--- src/rtl/dct8_transpose_buf_if.sv ---
// dct8_transpose_buf_if: row-in / column-out handshake bundle of the transpose buffer
interface dct8_transpose_buf_if #(
  parameter int DATA_W = 16
);
  logic in_valid;
  logic in_ready;
  logic [DATA_W-1:0] in0, in1, in2, in3, in4, in5, in6, in7;
  logic out_valid;
  logic out_ready;
  logic [DATA_W-1:0] out0, out1, out2, out3, out4, out5, out6, out7;
  modport slave (
    input in_valid, in0, in1, in2, in3, in4, in5, in6, in7, out_ready,
    output in_ready, out_valid, out0, out1, out2, out3, out4, out5, out6, out7
  );
  modport master (
    output in_valid, in0, in1, in2, in3, in4, in5, in6, in7, out_ready,
    input in_ready, out_valid, out0, out1, out2, out3, out4, out5, out6, out7
  );
endinterface

--- src/rtl/dct8_transpose_buf.sv ---
// dct8_transpose_buf: ping-pong 8x8 transpose buffer, rows in and columns out
module dct8_transpose_buf #(
  parameter int DATA_W = 16,
  parameter int N = 8
) (
  input logic clk,
  input logic rst,
  dct8_transpose_buf_if.slave bus
);
  logic [DATA_W-1:0] r_mem [2][N][N];
  logic r_wr_sel, r_rd_sel;
  logic [2:0] r_wr_row, r_rd_col;
  logic [1:0] r_full;
  logic [DATA_W-1:0] w_in [N];
  logic [DATA_W-1:0] w_out [N];
  logic w_in_fire, w_out_fire, w_wr_last, w_rd_last;
  logic [1:0] w_set, w_clr;
  assign w_in[0] = bus.in0;
  assign w_in[1] = bus.in1;
  assign w_in[2] = bus.in2;
  assign w_in[3] = bus.in3;
  assign w_in[4] = bus.in4;
  assign w_in[5] = bus.in5;
  assign w_in[6] = bus.in6;
  assign w_in[7] = bus.in7;
  assign bus.in_ready = !r_full[r_wr_sel];
  assign bus.out_valid = r_full[r_rd_sel];
  assign w_in_fire = bus.in_valid && bus.in_ready;
  assign w_out_fire = bus.out_valid && bus.out_ready;
  assign w_wr_last = w_in_fire && r_wr_row == 3'd7;
  assign w_rd_last = w_out_fire && r_rd_col == 3'd7;
  assign w_set = w_wr_last ? 2'b01 << r_wr_sel : 2'b00;
  assign w_clr = w_rd_last ? 2'b01 << r_rd_sel : 2'b00;
  always_comb begin
    for (int r = 0; r < N; r++) w_out[r] = bus.out_valid ? r_mem[r_rd_sel][r][r_rd_col] : '0;
  end
  assign bus.out0 = w_out[0];
  assign bus.out1 = w_out[1];
  assign bus.out2 = w_out[2];
  assign bus.out3 = w_out[3];
  assign bus.out4 = w_out[4];
  assign bus.out5 = w_out[5];
  assign bus.out6 = w_out[6];
  assign bus.out7 = w_out[7];
  always_ff @(posedge clk) begin
    if (rst) begin
      r_wr_sel <= 1'b0;
      r_wr_row <= 3'd0;
      r_rd_sel <= 1'b0;
      r_rd_col <= 3'd0;
      r_full <= 2'b00;
    end else begin
      if (w_in_fire) r_wr_row <= r_wr_row + 3'd1;
      if (w_wr_last) r_wr_sel <= !r_wr_sel;
      if (w_out_fire) r_rd_col <= r_rd_col + 3'd1;
      if (w_rd_last) r_rd_sel <= !r_rd_sel;
      r_full <= (r_full | w_set) & ~w_clr;
    end
  end
  always_ff @(posedge clk) begin
    if (w_in_fire) for (int k = 0; k < N; k++) r_mem[r_wr_sel][r_wr_row][k] <= w_in[k];
  end
endmodule
--- src/flat_wrapper.sv ---
// flat-port wrapper written by rule: the top's interface ports become plain ports
module dct8_transpose_buf_flat 
#(
  parameter int DATA_W = 16,
  parameter int N = 8
)
  (clk, rst, bus_in_valid, bus_in0, bus_in1, bus_in2, bus_in3, bus_in4, bus_in5, bus_in6, bus_in7, bus_out_ready, bus_in_ready, bus_out_valid, bus_out0, bus_out1, bus_out2, bus_out3, bus_out4, bus_out5, bus_out6, bus_out7);
  dct8_transpose_buf_if #(.DATA_W(DATA_W)) bus_i ();
  input logic clk;
  input logic rst;
  input wire logic [$bits(bus_i.in_valid)-1:0] bus_in_valid;
  input wire logic [$bits(bus_i.in0)-1:0] bus_in0;
  input wire logic [$bits(bus_i.in1)-1:0] bus_in1;
  input wire logic [$bits(bus_i.in2)-1:0] bus_in2;
  input wire logic [$bits(bus_i.in3)-1:0] bus_in3;
  input wire logic [$bits(bus_i.in4)-1:0] bus_in4;
  input wire logic [$bits(bus_i.in5)-1:0] bus_in5;
  input wire logic [$bits(bus_i.in6)-1:0] bus_in6;
  input wire logic [$bits(bus_i.in7)-1:0] bus_in7;
  input wire logic [$bits(bus_i.out_ready)-1:0] bus_out_ready;
  output wire logic [$bits(bus_i.in_ready)-1:0] bus_in_ready;
  output wire logic [$bits(bus_i.out_valid)-1:0] bus_out_valid;
  output wire logic [$bits(bus_i.out0)-1:0] bus_out0;
  output wire logic [$bits(bus_i.out1)-1:0] bus_out1;
  output wire logic [$bits(bus_i.out2)-1:0] bus_out2;
  output wire logic [$bits(bus_i.out3)-1:0] bus_out3;
  output wire logic [$bits(bus_i.out4)-1:0] bus_out4;
  output wire logic [$bits(bus_i.out5)-1:0] bus_out5;
  output wire logic [$bits(bus_i.out6)-1:0] bus_out6;
  output wire logic [$bits(bus_i.out7)-1:0] bus_out7;
  assign bus_i.in_valid = bus_in_valid;
  assign bus_i.in0 = bus_in0;
  assign bus_i.in1 = bus_in1;
  assign bus_i.in2 = bus_in2;
  assign bus_i.in3 = bus_in3;
  assign bus_i.in4 = bus_in4;
  assign bus_i.in5 = bus_in5;
  assign bus_i.in6 = bus_in6;
  assign bus_i.in7 = bus_in7;
  assign bus_i.out_ready = bus_out_ready;
  assign bus_in_ready = bus_i.in_ready;
  assign bus_out_valid = bus_i.out_valid;
  assign bus_out0 = bus_i.out0;
  assign bus_out1 = bus_i.out1;
  assign bus_out2 = bus_i.out2;
  assign bus_out3 = bus_i.out3;
  assign bus_out4 = bus_i.out4;
  assign bus_out5 = bus_i.out5;
  assign bus_out6 = bus_i.out6;
  assign bus_out7 = bus_i.out7;
  dct8_transpose_buf #(.DATA_W(DATA_W), .N(N)) u_core (.clk(clk), .rst(rst), .bus(bus_i));
endmodule
--- config.mk ---
export PLATFORM = sky130hd
export DESIGN_NAME = dct8_transpose_buf_flat
export DESIGN_NICKNAME = d
export VERILOG_FILES = /design/src/rtl/dct8_transpose_buf_if.sv /design/src/rtl/dct8_transpose_buf.sv /design/src/flat_wrapper.sv
export SDC_FILE = /design/constraint.sdc
export NUM_CORES = 2
export LEC_CHECK = 0
export ABC_AREA = 0
export CORE_ASPECT_RATIO = 0.9
export CORE_MARGIN = 5
export CORE_UTILIZATION = 53
export DETAILED_ROUTE_END_ITERATION = 8
export DONT_BUFFER_PORTS = 1
export GPL_TIMING_DRIVEN = 1
export HOLD_SLACK_MARGIN = 0.02
export PLACE_DENSITY = 0.76
export SYNTH_ARGS = -nofsm -noshare
export SYNTH_HDL_FRONTEND = slang
export SYNTH_SLANG_ARGS = --single-unit
--- constraint.sdc ---
create_clock -name clk -period 6.1 [get_ports clk]
set_input_delay 0.61 -clock clk [delete_from_list [all_inputs] [get_ports clk]]
set_output_delay 0.61 -clock clk [all_outputs]
set_load 0.02 [all_outputs]
==> flow_summary.ini <==
[run_status]
status = finished clean

[sta]
rsz0062_at_grt = no
fmax_mhz = 205
finalSetupTns_ns = 0
fin_skew_ns = 0.0684
final-setup-viol-count = 0
drv_slew = 0
slew_headroom_pct = 6.37
tightest_slew_ns = 1.40
fin_crit_sh_pct = 79.9
period_needed_ns = 4.88
hold_viol_final = 0

[drt]
postRouteAntennaNets = 0
totalWireLength_um = 257000
vias_per_cell = 6.88
wire_per_inst_um = 36.9
num_vias = 47900
drtPass1Iterations = 6
drt-initial-drc-count = 7616
drc = 0

[synthesis]
synth_warnings = 0
syn_area_per_cell_um2 = 20.2
ys_ff_latch = 2059
syn_area_um2 = 87800
ys_seq_area_share_pct = 70.3
synthCells = 4358
synth_cell_type_count = 33
synth.net_count = 4496

[floorplanning]
core_um2 = 164000
die_area_um2 = 174000
start_util_pct = 53.4
ios = 262
row_count = 141
die_w_um = 439
die_h_um = 396

[setup_path]
start_kind = flop
required_ns = 5.49
cp_data_arrival_time_ns = 4.27
cp_max_fo = 45
r2r_cells = 7
crit_type = reg -> out
endpoint_kind = output port

[cts]
clkSinkCount = 2059
clk_path_buf_depth = 3
insertion_delay_ns = 0.85
ctsHoldBuffers = 161
tritoncts = yes
clockRootBuffer = clkbuf_16
post_cts_buffers = 0
cts_buffers = 198
htreeDepth = 4
path_clk_slew_ns = 0.06
cts-resized-gates = 0

[place]
place.detailed.hpwl_um = 143000
place_congestion = 0.800
port_buffers = 0

[global_route]
grt_first_pass_wirelength_um = 361000
antenna_found_initial = 74
overflow = 0
grtUsageTotal_pct = 29.5
grt_max_degree = 115
grt_pass1_vias = 47200

[power]
power.leakage_nw = 31.8
ir_worst_vdd_mv = 0.264
p_per_area_nw_per_um2 = 294

[worst_hold_path]
worstHoldPathType = in -> reg
min_path_cells = 1

[finish]
final_core_util_pct = 60.0
area_growth_pct = 12.3
nets = 4653
drive_above_1_share_pct = 25.5

[run]
maxCapViolCount = 0
[report_power, final]
part	leakage [nW]	total (mW)	internal, mW	switching [mW]
logic	10.1	1.34	0.459	0.886
clock network	3.01	11.8	6.46	5.34
registers	18.6	15.8	15.8	0.0335
[worst paths after layout]
| kind | slack [ns] | from | endpoint |
|---|---|---|---|
| max | 1.22 | u_core.r_full[1]$_SDFF_PP0_ | bus_out6[11] |
| max reg2reg | 2.04 | u_core.r_wr_sel$_SDFFE_PP0N_ | u_core.r_mem[1][620]$_DFFE_PP_ |
| min reg2reg | 0.52 | u_core.r_full[0]$_SDFF_PP0_ | u_core.r_rd_sel$_SDFFE_PP0N_ |
| min | 0.07 | bus_in6[3] | u_core.r_mem[1][403]$_DFFE_PP_ |
[state kept, by name, indices dropped and copies added (netlist names), named ones only]
name             count
u_core.r_mem      2048
u_core.r_rd_col      3
u_core.r_wr_row      3
u_core.r_full        2
u_core.r_rd_sel      1
u_core.r_wr_sel      1
[synthesized netlist by cell type]
cell type	count	area, um^2
mux2_2	216	2430
inv_2	2	7.51
nor4b_4	4	95.1
buf_4	10	75.1
nand2b_1	1	6.26
edfxtp_1	2048	61500
mux2_1	233	2620
or3_1	2	12.5
buf_6	20	225
o21ai_0	6	30.0
nor3_1	2	10.0
a31oi_1	2	12.5
and3_1	1	6.26
nand3_1	4	20.0
and2_1	17	106
nor2_1	2	7.51
mux2i_1	257	2570
o22ai_1	128	801
nand4_1	2	12.5
nor2b_1	2	12.5
buf_1	48	180
and4_1	4	35.0
buf_2	114	571
a21o_1	448	3360
a21oi_1	8	40.0
clkbuf_1	161	604
nand2_1	1	3.75
a31o_2	2	17.5
dfxtp_1	11	220
a41oi_1	64	561
ha_1	6	75.1
mux4_2	512	11500
inv_1	20	75.1
[cell usage in the layout (no fill, tap or decap), types with 3 or more instances in the layout]
cell	Yosys	layout
ha_1	6	6
buf_4	10	124
o22ai_1	128	123
o21ai_0	6	6
and2_4	0	16
nor4b_4	4	4
a21o_1	448	448
o22ai_2	0	5
diode_2	0	63
clkbuf_1	161	48
clkinv_2	0	34
and4_4	0	4
mux2_2	216	216
mux2_1	233	233
clkinv_16	0	6
mux4_2	512	512
dfxtp_1	11	7
clkinv_1	0	57
dfxtp_4	0	3
buf_12	0	38
edfxtp_1	2048	2048
clkbuf_16	0	198
dlygate4sd3_1	0	145
mux2i_1	257	257
a21oi_1	8	8
inv_1	20	20
a41oi_1	64	64
bufinv_16	0	11
inv_16	0	3
nand3_1	4	4
[stage by stage]
step           instances  hold slack, ns  worst slack (ns)  area (um^2)  power [mW]
5_1_grt             6912          0.0290              1.14        98500        29.7
6_report            6958          0.0679              1.22        98600        28.9
3_5_place_dp        6370           0.504              2.13        90500        16.9
3_3_place_gp        6370           0.501              2.16        90500        16.9
4_1_cts             6895          0.0205              1.24        98500        29.0
2_1_floorplan       4358           0.479              1.06        87800        16.8
[cell families after synthesis]
logic type	after synthesis	synth area share (%)
adder cells (fa/ha/maj)	6	0.0855
buffers and inverters	375	1.98
multiplexers	1218	21.8
AND/OR/NAND/NOR	42	0.373
AO/OA/AOI/OAI	658	5.49
flip-flops	2059	70.3
[critical path: stages, from the launching register on]
cell	delay, ns
dfxtp_1	0.39
mux2i_1	0.17
inv_1	0.43
nand2b_4	0.66
buf_4	0.47
o22ai_1	0.94
buf_4	0.30
[layout make-up]
class                           count  area (um^2)
Fill cell                       11500        65800
Sequential cell                  2059        61700
Multi-Input combinational cell   1924        24500
Clock buffer                      246         5130
Timing Repair Buffer              310         3210
Tap cell                         2216         2770
Clock inverter                    118         1030
Antenna cell                       63          158
Inverter                           22         82.6
[metal layers]
layer / track usage, % / share of wire (%) / wire (um)
met1: 39.7 / 34 / 88400
met2: 44.0 / 46 / 118000
met3: 9.98 / 15 / 37500
met4: 13.2 / 4.9 / 12700
met5: 0 / 0.060 / 155
No activity file was read; power rests on OpenSTA's default activity.
